### src/rtl/thrint_dispatch.sv
// Per-core scheduler for thread nuke/resume/reset interrupts: one pending request per thread,
// round-robin issue with a minimum gap, and nuke-to-dead tracking with timeout reporting.
module thrint_dispatch #(
  parameter int         ISSUE_GAP  = 4,
  parameter int         MAX_WAIT   = 2000,
  parameter logic [4:0] DEAD_STATE = 5'h0
) (
  input  logic       clk,
  input  logic       rst_l,
  input  logic       req_vld,
  input  logic [1:0] req_type,
  input  logic [1:0] req_tid,
  output logic       req_rdy,
  input  logic [4:0] thr_state0,
  input  logic [4:0] thr_state1,
  input  logic [4:0] thr_state2,
  input  logic [4:0] thr_state3,
  output logic       nukeint,
  output logic       resumint,
  output logic       rstint,
  output logic [3:0] rstthr,
  output logic [3:0] wait_dead,
  output logic       dead_timeout,
  output logic [1:0] timeout_tid
);

  localparam int CW = $clog2(MAX_WAIT + 1);
  localparam int GW = (ISSUE_GAP > 1) ? $clog2(ISSUE_GAP) : 1;

  localparam logic [1:0] TYPE_NUKE   = 2'd0;
  localparam logic [1:0] TYPE_RESUME = 2'd1;
  localparam logic [1:0] TYPE_RESET  = 2'd2;
  localparam logic [1:0] TYPE_RSVD   = 2'd3;

  typedef enum logic [1:0] {ST_IDLE, ST_PEND, ST_WAITD} thr_st_e;

  logic [3:0][4:0] thr_state_vec;
  logic [3:0][1:0] typ_vec;
  logic [3:0]      idle_vec;
  logic [3:0]      pend_vec;
  logic [3:0]      waitd_vec;
  logic [3:0]      acc_oh;
  logic [3:0]      grant_oh;
  logic [3:0]      timeout_new;

  logic            acc;
  logic            grant_vld;
  logic [1:0]      grant_tid;
  logic [1:0]      grant_type;

  logic [GW-1:0]   gap_reg;
  logic [1:0]      rr_ptr_reg;
  logic [3:0]      to_pend_reg;
  logic [3:0]      to_cand;
  logic [3:0]      to_rest;
  logic            to_sel_vld;
  logic [1:0]      to_sel_tid;

  assign thr_state_vec = {thr_state3, thr_state2, thr_state1, thr_state0};

  // A pending thread blocks everything; a waiting thread only refuses a second nuke.
  assign req_rdy = idle_vec[req_tid] | (waitd_vec[req_tid] & (req_type != TYPE_NUKE));

  // Reserved requests complete the handshake but never touch thread state.
  assign acc = req_vld & req_rdy & (req_type != TYPE_RSVD);

  always_comb begin
    grant_vld = 1'b0;
    grant_tid = 2'd0;
    if (gap_reg == '0) begin
      // Walk from the farthest offset down so the nearest pending thread wins.
      for (int k = 3; k >= 0; k--) begin
        if (pend_vec[rr_ptr_reg + 2'(k)]) begin
          grant_vld = 1'b1;
          grant_tid = rr_ptr_reg + 2'(k);
        end
      end
    end
  end

  assign grant_type = typ_vec[grant_tid];

  genvar gi;
  generate
    for (gi = 0; gi < 4; gi++) begin : g_thr
      thr_st_e       st_reg;
      logic [1:0]    typ_reg;
      logic [CW-1:0] cnt_reg;
      logic          dead_seen;
      logic          cnt_hit;

      assign acc_oh[gi]   = acc && (req_tid == 2'(gi));
      assign grant_oh[gi] = grant_vld && (grant_tid == 2'(gi));
      assign dead_seen    = (thr_state_vec[gi] == DEAD_STATE);
      // The increment taking the counter to MAX_WAIT is the expiry point.
      assign cnt_hit      = (st_reg == ST_WAITD) && !dead_seen && (cnt_reg == CW'(MAX_WAIT - 1));
      assign timeout_new[gi] = cnt_hit && !acc_oh[gi];

      assign idle_vec[gi]  = (st_reg == ST_IDLE);
      assign pend_vec[gi]  = (st_reg == ST_PEND);
      assign waitd_vec[gi] = (st_reg == ST_WAITD);
      assign typ_vec[gi]   = typ_reg;
      assign wait_dead[gi] = (st_reg == ST_WAITD);

      always_ff @(posedge clk or negedge rst_l) begin
        if (!rst_l) begin
          st_reg  <= ST_IDLE;
          typ_reg <= TYPE_NUKE;
          cnt_reg <= '0;
        end else if (acc_oh[gi]) begin
          st_reg  <= ST_PEND;
          typ_reg <= req_type;
          cnt_reg <= '0;
        end else if (grant_oh[gi]) begin
          st_reg  <= (typ_reg == TYPE_NUKE) ? ST_WAITD : ST_IDLE;
          cnt_reg <= '0;
        end else if (st_reg == ST_WAITD) begin
          if (dead_seen) begin
            st_reg <= ST_IDLE;
          end else begin
            if (cnt_hit) begin
              st_reg <= ST_IDLE;
            end
            if (cnt_reg != CW'(MAX_WAIT)) begin
              cnt_reg <= cnt_reg + CW'(1);
            end
          end
        end
      end
    end
  endgenerate

  // Timeouts that collide are queued and reported lowest tid first, one per cycle.
  assign to_cand = to_pend_reg | timeout_new;

  always_comb begin
    to_sel_vld = 1'b0;
    to_sel_tid = 2'd0;
    for (int k = 3; k >= 0; k--) begin
      if (to_cand[k]) begin
        to_sel_vld = 1'b1;
        to_sel_tid = 2'(k);
      end
    end
  end

  assign to_rest = to_cand & ~(to_sel_vld ? (4'b0001 << to_sel_tid) : 4'b0000);

  always_ff @(posedge clk or negedge rst_l) begin
    if (!rst_l) begin
      gap_reg      <= '0;
      rr_ptr_reg   <= 2'd0;
      nukeint      <= 1'b0;
      resumint     <= 1'b0;
      rstint       <= 1'b0;
      rstthr       <= 4'b0000;
      to_pend_reg  <= 4'b0000;
      dead_timeout <= 1'b0;
      timeout_tid  <= 2'd0;
    end else begin
      if (grant_vld) begin
        gap_reg    <= GW'(ISSUE_GAP - 1);
        rr_ptr_reg <= grant_tid + 2'd1;
      end else if (gap_reg != '0) begin
        gap_reg <= gap_reg - GW'(1);
      end

      nukeint  <= grant_vld && (grant_type == TYPE_NUKE);
      resumint <= grant_vld && (grant_type == TYPE_RESUME);
      rstint   <= grant_vld && (grant_type == TYPE_RESET);
      rstthr   <= grant_vld ? (4'b0001 << grant_tid) : 4'b0000;

      to_pend_reg  <= to_rest;
      dead_timeout <= to_sel_vld;
      if (to_sel_vld) begin
        timeout_tid <= to_sel_tid;
      end
    end
  end

endmodule

### config.mk
export PLATFORM = sky130hd
export DESIGN_NAME = thrint_dispatch
export DESIGN_NICKNAME = d
export VERILOG_FILES = /design/src/rtl/thrint_dispatch.sv
export SDC_FILE = /design/constraint.sdc
export NUM_CORES = 1
export LEC_CHECK = 0
export BUFFER_PORTS_ARGS = -buffer_cell sky130_fd_sc_hd__buf_4
export CORE_MARGIN = 1
export CORE_UTILIZATION = 55
export DETAILED_ROUTE_END_ITERATION = 10
export GPL_ROUTABILITY_DRIVEN = 0
export GPL_TIMING_DRIVEN = 0
export MAX_ROUTING_LAYER = met4
export PLACE_DENSITY_LB_ADDON = 0.2
export SYNTH_ARGS = -nofsm -noshare
export SYNTH_HDL_FRONTEND = slang
export SYNTH_SLANG_ARGS = --single-unit
export TNS_END_PERCENT = 100
### constraint.sdc
create_clock -name clk -period 5.27 [get_ports clk]
set_input_delay 1.054 -clock clk [delete_from_list [all_inputs] [get_ports clk]]
set_output_delay 1.054 -clock clk [all_outputs]
set_load 0.05 [all_outputs]
* Word-level counts from Yosys, hierarchy flattened
Cells that the tools add are included.
Word-level totals: bits in registers 78, latch bits 0, bits in writable memories 0, ROM bits 0, input bits 27, output and inout port bits 15, word-level logic and storage cells 224, memories 0
Cells by class: $add $sub $neg 9, multipliers 0, divide/modulo/power cells 0, $lt $le $gt $ge 6, equality and inequality tests 29, shift operators 2, multiplexer cells 80, bitwise gates (word level) 7, reductions and logical operators 70
Operators by type and width (number):
- $mux 11 | 20
- $mux 2 | 36
- $add 11x1->11 const B | 4
- $eq 11x11->1 const B | 4
- $ne 11x11->1 const B | 4
- $logic_not 2->1 | 12
- $reduce_bool 3->1 | 8
- $logic_and 1x1->1 | 23
- $logic_not 5->1 | 4
- $eq 2x2->1 const B | 9
- $lt 2x3->1 const B | 6
- $reduce_bool 4->1 | 4
- $mux 1 | 15
- $eq 2x1->1 const B | 7
- $bmux 1 s2 | 6
- $ne 3x3->1 const B | 4
- $reduce_and 3->1 | 4
- $logic_not 1->1 | 8
- $mux 4 | 2
- $reduce_and 2->1 | 4
- $shl 1x2->4 const A | 2
- $reduce_bool 2->1 | 3
- $add 2x1->2 const B | 2
- $add 2x2->2 const B | 2
- 8 further kinds | 10

* Logic depth before layout (Yosys ltp)
Gate-level depths: netlist (run 1).
depth in word-level cells 19, mapped depth 11, mapped depth without buffers 9

* Worst setup path before layout (run 1)
Ideal clock, no wire load.
path kind in2out, start input req_tid[0], end output req_rdy, arrival 2653 ps, required time 4216 ps, path slack 1563 ps, stages on the path 4, path buffers 1, cells stage by stage buf_4 > nor2b_1 > o2bb2ai_1 > o21ai_0
On the way: word-level cells in the longest chain between the ends 4, elaborated cells between the ends (all ways) 6, classes of those cells mux: 4; bitwise: 2
RTL lines:
- from (decl) | RTL line 12 | input logic [1:0] req_tid,
- $bmux 1 s2 | RTL line 62 | assign req_rdy = idle_vec[req_tid] | (waitd_vec[req_tid] & (req_type != TYPE_NUKE));
- $mux 1 (implied by the code) | RTL line 62
- $and 1x1->1 | RTL line 62
- $or 1x1->1 * | RTL line 62
- to (decl) | RTL line 13 | output logic req_rdy,
Mark *: on every way between the ends. The rest lies on a longest branch, timed or not. The select of a mux whose other input is x is not followed.

* Final worst setup path (run 1)
Same ends and word-level chain as after synthesis.

==> impl_metrics.toml, run 1 <==
[floorplanning]
core_area_um2 = 7690
die_w_um = 91
die_area_um2 = 8280
io_pins = 42
rows = 32
dieHeight_um = 91
starting_density_of_the_core_pct = 56.7

[setup_path]
timing.rr.start = "g_thr[3].st_reg[1]"
crit_chain = "buf_4 -> buf_4 -> and4b_1 -> or2_2 -> o32ai_1 -> o21ai_0 -> buf_4"
timing.critical_path.fanout_max = 10
setup.reg_to_reg.worst_slack_ns = 2.83
critPathRequiredTime_ns = 4.22
critical_path.startpoint = "req_tid[0]"
critical-path-top-cell-by-count = "buf_4"
crit_family = "buffers and inverters"
cp_data_arrival_time_ns = 2.44
critical_path_depth = 7
critPathMaxStageDelay_ns = 0.29
worst_path_max_delay_cell = "or2_2"
endpoint_kind = "output pin"
worst_setup_path_start_kind = "primary input"
crit_type = "primary input to output pin"
timing.reg2reg.worst_path_depth = 10
timing.critical_path.buf_inv = 3

[flow_run]
max_cap_viols = 0

[cts]
cts_tree = "yes"
clk_pin_slew_ns = 0.08
holdBufCountCts = 0
post_cts_repair_timing_setup_buffer_count = 0
post_cts_resize_count = 0
cts_buffers = 9
cts.path.max_buffers = 2
tritoncts_num_sinks = 78
h-tree-depth = 3
insertion_delay_ns = 0.34
cell_chosen_for_the_clock_root = "clkbuf_8"

[power_and_ir_drop]
vdd.ir_drop.worst_v = 0.000173
power_density_nw_per_um2 = 411
post-layout-total-power_uw = 2050
leakage_uw = 0.00228

[synth]
count_of_mapped_cells_out_of_synthesis = 453
syn_avg_cell_area_um2 = 9.62
synth.top_cells.by_area = "dfrtp_1 (45%), nor2_1 (5.9%), xnor2_1 (4.0%)"
number_of_synthesized_flops_with_an_enable_pin = 0
synthFlopType = "dfrtp_1"
synth_top_cell_area_share_pct = 44.8
synth_cell_types = 71
yosysTopAreaCell = "dfrtp_1"
postSynthRegisterBits = 78
synth-seq-area-share_pct = 44.8
synthesis.yosys.warnings = 0
synthesis.area_um2 = 4360
synthesis.nets = 493
postSynth.asyncResetShare_pct = 100

[routing]
vias = 3383
drt-wirelength-per-cell_um = 14.3
routed_wirelength_um = 8780
detail_route.first_pass.iterations = 4
drc = 0
drt_first_iter_violations = 154
vias_per_cell = 5.53
drt.antenna.violating_nets = 0

[timing]
rsz0062_at_grt = "no"
setup_total_neg_slack_ns = 0
worst-slew-pin-transition_ns = 0.956
max_slew_margin_pct = 36.3
timing.fmax_mhz = 287
fin_crit_sh_pct = 66.2
final-hold-violation-count = 0
finClkSkew_ns = 0.00711
setup_viol_count_final = 0
drv_slew = 0
layout_min_cycle_time_ns = 3.49

[min_path]
hold_path.class = "flip-flop to flip-flop"
worstHoldPathCells = 1
min_from = "gap_reg[0]"

[cells_and_area]
final_net_count = 545
area_growth_syn_to_layout_pct = 14.1
largest_register_ffs = 44
antenna-diode-count = 0
layout-drive-gt1-share_pct = 17.8

[place]
dp.final_hpwl_um = 6360
portBuffers = 41

[grt]
grtUsageTotal_pct = 23.6
grt_overflow = 0
maximum_number_of_pins_on_one_net_before_global_route_repair = 79
initial_antenna_violation_count = 0
first_global_vias = 3304
global_route_wire_length_before_repair_um = 15100

[outcome]
run_status = "complete, no violations"
cells in the final DEF (no fill, tap or decap), types with 7 or more instances in the layout:
| master | instances |
|---|---|
| inv_1 | 24 |
| or3_1 | 10 |
| a21o_1 | 7 |
| clkbuf_8 | 11 |
| xor2_1 | 15 |
| nand2_1 | 41 |
| ha_1 | 13 |
| buf_4 | 43 |
| o21ai_0 | 11 |
| nor2_1 | 68 |
| and3_1 | 8 |
| dfrtp_1 | 78 |
| xnor2_1 | 20 |
| a21oi_1 | 19 |
| nand4_1 | 13 |
| nand3_1 | 11 |
worst paths after layout:
| check | end |
|---|---|
| setup / recovery | req_rdy |
| hold / removal | gap_reg[0] |
| setup reg to reg | g_thr[0].cnt_reg[8] |
| hold reg to reg | gap_reg[0] |
| max in group asynchronous | g_thr[0].st_reg[1] |
| min in group asynchronous | g_thr[2].cnt_reg[0] |
kinds of logic after synthesis:
logic type	after synthesis	share of synthesized area (%)
AND/OR/NAND/NOR	205	25.4
multiplexers	7	1.75
flip-flops	78	44.8
adder cells (fa/ha/maj)	13	3.73
other	1	0.0861
XOR/XNOR	35	7.04
buffers and inverters	34	3.27
AO/OA/AOI/OAI	80	13.9
metrics by stage:
step | worst slack [ns] | std cells | hold slack (ns) | cell area, um^2 | util (%)
after global placement | 1.78 | 596 | 0.463 | 4790 | 62.3
after CTS | 1.78 | 612 | 0.485 | 4970 | 64.7
final | 1.78 | 612 | 0.480 | 4970 | 64.7
after floorplan | 1.56 | 453 | 0.447 | 4360 | -
after global routing | 1.69 | 612 | 0.527 | 4970 | 64.7
after detailed placement | 1.78 | 596 | 0.476 | 4790 | 62.3
per-layer routing:
layer,global-route usage (%),part of all wire (%),vias up
li1,-,-,1682
met5,-,0,-
met2,38.6,49,54
met3,3.18,3.0,15
met4,8.47,1.3,0
met1,30.1,46,1632
cells in the mapped netlist, drive strengths merged (2+ instances only):
cell and count:
a21o 7, nor3 8, and2b 6, nor2b 5, o22ai 2, o2111ai 2
ha 13, and4bb 2, clkbuf 2, nor4b 2, and3 8, dfrtp 78
or3 10, o21ai 15, nand4 13, xor2 15, mux2i 2, xnor2 20
o211ai 5, or4b 3, a41o 2, a41oi 3, and2 3, a211oi 3
nor4 3, a21boi 2, nand2b 5, nand2 41, nor3b 6, inv 25
o21bai 2, a21oi 22, or2 2, mux2 5, nand3 12, or4 4
o31ai 2, buf 7, o21a 4, nor2 68
power by group:
group | leakage, uW | switching (uW) | internal, uW | total (uW)
combinational | 0.00115 | 507 | 318 | 825
clock | 0.0000869 | 209 | 199 | 408
sequential | 0.00104 | 107 | 705 | 812
total | 0.00228 | 823 | 1220 | 2050
worst reg2reg max path, cell delays in order (launching register included):
cell	delay, ns
dfrtp_1	0.45
nand2b_1	0.28
a21boi_0	0.23
o22a_1	0.23
and2_1	0.29
inv_1	0.10
ha_1	0.19
nand2_1	0.16
nand2_1	0.10
buf_2	0.20
a21oi_1	0.14
cell type report:
cell class,instances,area [um^2]
multi-input cells,341,2260
repair buffers,41,308
inverters,25,93.8
fillers,653,2720
clock buffers,14,163
flip-flops and latches,78,1950
plain buffers,9,48.8
clock inverters,2,16.3
well taps,102,128
No activity file was read; power rests on OpenSTA's default activity.
==> run 2, diff against run 1 <==
Settings changed: CORE_UTILIZATION 55 to 54.
Clock period 5.27 ns to 3.2 ns, I/O delays scaled along.
==> run 2 against run 1 <==
Against the previous run:
- final cell count is the same
- first-iteration DRC count grew 1.3%
- critical endpoint unchanged
- global-route usage is essentially flat
==> impl_metrics.toml, run 2 (synthesis gave the netlist of run 1 again) <==
[grt]
first_global_vias = 3301
initial_antenna_violation_count = 0
grtUsageTotal_pct = 23.6
maximum_number_of_pins_on_one_net_before_global_route_repair = 79
grt_overflow = 0
global_route_wire_length_before_repair_um = 15300

[floorplanning]
core_area_um2 = 7770
starting_density_of_the_core_pct = 56.1
die_area_um2 = 8430
io_pins = 42
die_w_um = 91.8
rows = 32
dieHeight_um = 91.8

[cts]
h-tree-depth = 3
insertion_delay_ns = 0.35
post_cts_repair_timing_setup_buffer_count = 0
holdBufCountCts = 0
tritoncts_num_sinks = 78
cts_tree = "yes"
clk_pin_slew_ns = 0.08
cell_chosen_for_the_clock_root = "clkbuf_8"
cts.path.max_buffers = 2
cts_buffers = 9
post_cts_resize_count = 0

[cells_and_area]
largest_register_ffs = 44
final_util_pct = 64.5
antenna-diode-count = 0
layout-drive-gt1-share_pct = 18.0
fillCellCount = 665
final_net_count = 545
final_cell_mix = "dfrtp_1 (78), nor2_1 (68), buf_4 (43)"
layout_commonest_cell = "dfrtp_1"
area_growth_syn_to_layout_pct = 14.9

[setup_path]
worst_path_max_delay_cell = "or2_2"
timing.critical_path.fanout_max = 10
critPathRequiredTime_ns = 2.56
critPathMaxStageDelay_ns = 0.29
crit_family = "buffers and inverters"
crit_type = "primary input to output pin"
crit_chain = "buf_4 -> buf_4 -> and4b_1 -> or2_2 -> o32ai_1 -> o21ai_0 -> buf_4"
timing.critical_path.buf_inv = 3
endpoint_kind = "output pin"
critical-path-top-cell-by-count = "buf_4"
cp_data_arrival_time_ns = 2.07
worst_setup_path_start_kind = "primary input"

[routing]
drc = 0
drt.antenna.violating_nets = 0
drt_first_iter_violations = 156
detail_route.first_pass.iterations = 4
vias = 3418
routed_wirelength_um = 8940
drt-wirelength-per-cell_um = 14.6
vias_per_cell = 5.58

[timing]
worst-slew-pin-transition_ns = 0.980
setup_viol_count_final = 0
setup_total_neg_slack_ns = 0
max_slew_margin_pct = 34.6
setup_slack_ns = 0.489
finClkSkew_ns = 0.00761
timing.fmax_mhz = 369
layout_min_cycle_time_ns = 2.71
rsz0062_at_grt = "no"
fin_crit_sh_pct = 84.7
drv_slew = 0
final-hold-violation-count = 0
whs_ns = 0.429

[power_and_ir_drop]
post-layout-total-power_uw = 3510
vdd.ir_drop.worst_v = 0.000308
leakage_uw = 0.00230
power_density_nw_per_um2 = 702

[outcome]
run_status = "complete, no violations"

[flow_run]
max_cap_viols = 0

[place]
worst_slack_at_placement_ns = 0.512
portBuffers = 41
dp.final_hpwl_um = 6400

[min_path]
hold_path.class = "primary input to asynchronous set/reset pin"
[run 2: changes by cell type in the layout (fill, tap and decap cells not counted), sizes merged]
cell      change
bufinv        +2
clkbuf        -2
clkinv        +1
clkinvlp      -1
[run 2: where the power goes]
group | leakage [uW] | internal [uW] | switching (uW)
logic | 0.00115 | 525 | 832
clock network | 0.000110 | 459 | 352
registers | 0.00104 | 1160 | 184
[run 2: area by class of cell]
type	instances	area (um^2)	area share (%)
Multi-Input combinational cell	341	2260	45.2
Clock buffer	12	145	2.90
Clock inverter	4	70.1	1.40
Buffer	9	48.8	0.975
Timing Repair Buffer	41	308	6.15
Tap cell	102	128	2.55
Sequential cell	78	1950	39.0
Inverter	25	93.8	1.87
[run 2: final timing paths]
path	startpoint	to	slack (ns)	cells after the start
min in group clk	gap_reg[0]	gap_reg[0]	0.49	1
hold reg to reg	gap_reg[0]	gap_reg[0]	0.49	1
hold / removal	rst_l	g_thr[2].cnt_reg[5]	0.43	1
setup / recovery	req_tid[0]	req_rdy	0.49	7
setup reg to reg	g_thr[3].st_reg[1]	g_thr[1].cnt_reg[9]	0.77	10
max in group asynchronous	rst_l	rr_ptr_reg[0]	2.12	1
[run 2: layer usage]
layer | global-route usage, % | vias up | wire length (um)
met1 | 31.1 | 1652 | 4130
li1 | - | 1674 | -
met5 | - | - | 0
met3 | 4.81 | 10 | 372
met4 | 7.68 | 0 | 97
met2 | 36.7 | 82 | 4340
[run 2: through the flow]
step / cell area, um^2 / std cells
2_1_floorplan: 4360 / 453
3_3_place_gp: 4790 / 596
3_5_place_dp: 4790 / 596
4_1_cts: 5010 / 612
5_1_grt: 5010 / 612
6_report: 5010 / 612
==> run 3, diff against run 2 <==
Settings changed: ABC_AREA from default to 1, CORE_UTILIZATION 54 to 55.
Clock period 3.2 ns to 2.6 ns, I/O delays scaled along.
==> run 3 against run 2 <==
Against the previous run:
- sequential cell count stayed put
- register-to-register slack worse by 0.54 ns
- via count is 12% higher
- clock skew rose by 0.0024 ns
- first-iteration DRC count is 6.4% higher
- wire length grew 4.3%
- core utilization decreased by 0.53 points
- sequential power rose by 21%
- count of clock-buffer cells in the layout fell by 2
- critical path depth up 8
- die area increased by 5.8%
- critical path type is now flip-flop to flip-flop
==> impl_metrics.toml, run 3 <==
[synth]
postSynth.asyncResetShare_pct = 100
synth_top_cell_area_share_pct = 41.5
synthFlopType = "dfrtp_1"
postSynthRegisterBits = 78
syn_avg_cell_area_um2 = 8.26
number_of_synthesized_flops_with_an_enable_pin = 0
ys_top_cells_by_count = "nand2_1 (106), dfrtp_1 (78), inv_1 (70), nor2_1 (70), nand3_1 (33)"
synth.top_cells.by_area = "dfrtp_1 (42%), nand2_1 (8.5%), inv_1 (5.6%)"
yosysTopAreaCell = "dfrtp_1"
synth_most_common_cell = "nand2_1"
count_of_mapped_cells_out_of_synthesis = 569
synthesis.area_um2 = 4700
synthesis.yosys.warnings = 0
synthesis.nets = 609
synth-seq-area-share_pct = 41.5
synth_cell_types = 46

[power_and_ir_drop]
leakage_uw = 0.00253
power_density_nw_per_um2 = 855
vdd.ir_drop.worst_v = 0.000420
post-layout-total-power_uw = 4510

[cells_and_area]
final_cells = 728
largest_register_ffs = 44
antenna-diode-count = 0
area_taken_by_multi_input_logic_gates_um2 = 2390
seqCellArea_um2 = 1950
area_growth_syn_to_layout_pct = 12.4
layout_commonest_cell = "nand2_1"
final_cell_mix = "nand2_1 (106), dfrtp_1 (78), inv_1 (70), nor2_1 (70), buf_4 (43)"
fillCellCount = 749
layout-drive-gt1-share_pct = 21.3
final_net_count = 661

[timing]
setup_slack_ns = 0.234
drv_slew = 0
worst-slew-pin-transition_ns = 0.968
setup_viol_count_final = 0
fin_crit_sh_pct = 91.0
timing.fmax_mhz = 423
finClkSkew_ns = 0.0100
whs_ns = 0.323
layout_min_cycle_time_ns = 2.37
max_slew_margin_pct = 35.5
rsz0062_at_grt = "no"
final-hold-violation-count = 0
setup_total_neg_slack_ns = 0

[cts]
post_cts_repair_timing_setup_buffer_count = 0
cell_chosen_for_the_clock_root = "clkbuf_8"
post_cts_resize_count = 0
clk_pin_slew_ns = 0.08
cts_tree = "yes"
h-tree-depth = 3
insertion_delay_ns = 0.35
tritoncts_num_sinks = 78
cts_buffers = 9
holdBufCountCts = 0
cts.path.max_buffers = 2

[floorplanning]
rows = 33
dieHeight_um = 94.4
die_area_um2 = 8920
io_pins = 42
die_w_um = 94.4
core_area_um2 = 8260
starting_density_of_the_core_pct = 56.9

[routing]
vias = 3820
routed_wirelength_um = 9320
met2_routed_length_um = 4630
drt.antenna.violating_nets = 0
dr_wl_met3_um = 258
detail_route.first_pass.iterations = 4
drt-wirelength-per-cell_um = 12.8
met1_length_um = 4230
drc = 0
vias_per_cell = 5.25
top_layer_used = "met4"
drt_first_iter_violations = 166

[place]
dp.final_hpwl_um = 7180
post-place-cells = 715
portBuffers = 41
worst_slack_at_placement_ns = 0.249

[setup_path]
timing.critical_path.fanout_max = 7
critical_path.startpoint = "rr_ptr_reg[0]"
cp_data_arrival_time_ns = 2.65
critPathRequiredTime_ns = 2.88
worst_setup_path_start_kind = "flip-flop"
crit-reg2reg-capture = "g_thr[3].cnt_reg[10]"
endpoint = "g_thr[3].cnt_reg[10]"
endpoint_kind = "flip-flop"
timing.reg2reg.worst_path_depth = 15
crit_type = "flip-flop to flip-flop"
setup.reg_to_reg.worst_slack_ns = 0.23
timing.rr.start = "rr_ptr_reg[0]"

[grt]
grtUsageTotal_pct = 24.2
maximum_number_of_pins_on_one_net_before_global_route_repair = 79
initial_antenna_violation_count = 0
grt_overflow = 0
global_route_wire_length_before_repair_um = 16300
first_global_vias = 3751

[min_path]
hold_path.class = "primary input to asynchronous set/reset pin"

[flow_run]
max_cap_viols = 0

[outcome]
run_status = "complete, no violations"
-- run 3: changes by cell type in the layout (fill, tap and decap cells not counted), sizes merged, moves of 5 or more --
| cell | before | now |
|---|---|---|
| and3 | 8 | 0 |
| xnor2 | 20 | 7 |
| and2b | 6 | 0 |
| nor3 | 8 | 27 |
| o21ai | 15 | 24 |
| inv | 25 | 77 |
| a21o | 7 | 1 |
| nor2b | 5 | 0 |
| nand2 | 41 | 134 |
| nand2b | 5 | 0 |
| nand3 | 12 | 44 |
| nor2 | 68 | 76 |
| or3 | 10 | 0 |
| nand4 | 13 | 19 |
-- run 3: worst min-delay path by stage --
| stage | from | to | slack (ns) | cells after the start |
|---|---|---|---|---|
| floorplan | rst_l | dead_timeout | 0.22 | 0 |
| global placement | gap_reg[1] | gap_reg[1] | 0.47 | 2 |
| detailed placement | gap_reg[1] | gap_reg[1] | 0.49 | 2 |
| CTS | rst_l | rr_ptr_reg[0] | 0.37 | 1 |
| global route | rst_l | g_thr[1].cnt_reg[9] | 0.43 | 1 |
| finish | rst_l | g_thr[1].cnt_reg[1] | 0.32 | 1 |
-- run 3: kinds of logic after synthesis --
kind of cell,count (synthesis),synth area share [%]
and+or+nand+nor,310,34.0
buffers and inverters,85,7.67
DFF,78,41.5
AOI/OAI and AO/OA,56,8.02
xor gates and xnor gates,25,4.98
adders and majority gates,13,3.46
other,1,0.0798
muxes,1,0.240
-- run 3: metrics by stage --
stage | utilization, % | area, um^2
floorplan | - | 4700
global placement | 62.2 | 5140
detailed placement | 62.2 | 5140
CTS | 63.9 | 5280
global route | 63.9 | 5280
finish | 63.9 | 5280
-- run 3: cell type report --
cell class / count / area share, %
Buffer: 6 / 0.900
Clock buffer: 10 / 2.42
Clock inverter: 3 / 0.284
Inverter: 79 / 5.92
Multi-Input combinational cell: 406 / 45.2
Sequential cell: 78 / 37.0
Tap cell: 105 / 2.49
Timing Repair Buffer: 41 / 5.83
-- run 3: report_power, final --
part           total (uW)  switching, uW  leakage (uW)  internal, uW
clock                 733            407     0.0000776           326
combinational        2150           1430       0.00142           722
sequential           1630            185       0.00104          1450
-- run 3: critical path, stage by stage, from the launching register on --
cell     delay (ns)
dfrtp_1        0.38
buf_6          0.15
inv_6          0.09
nand3_2        0.08
nand2_2        0.09
nand2_1        0.08
nand3_1        0.09
nand3_1        0.09
a21oi_1        0.41
ha_1           0.38
nand2_8        0.10
nand2_8        0.09
inv_6          0.06
nand2_4        0.09
nand2_2        0.06
o21ai_2        0.05
-- run 3: per-layer routing --
metal / track usage, % / vias up
li1: - / 1937
met3: 3.14 / 17
met2: 40.4 / 57
met4: 11.2 / 0
met1: 29.2 / 1809
met5: - / -
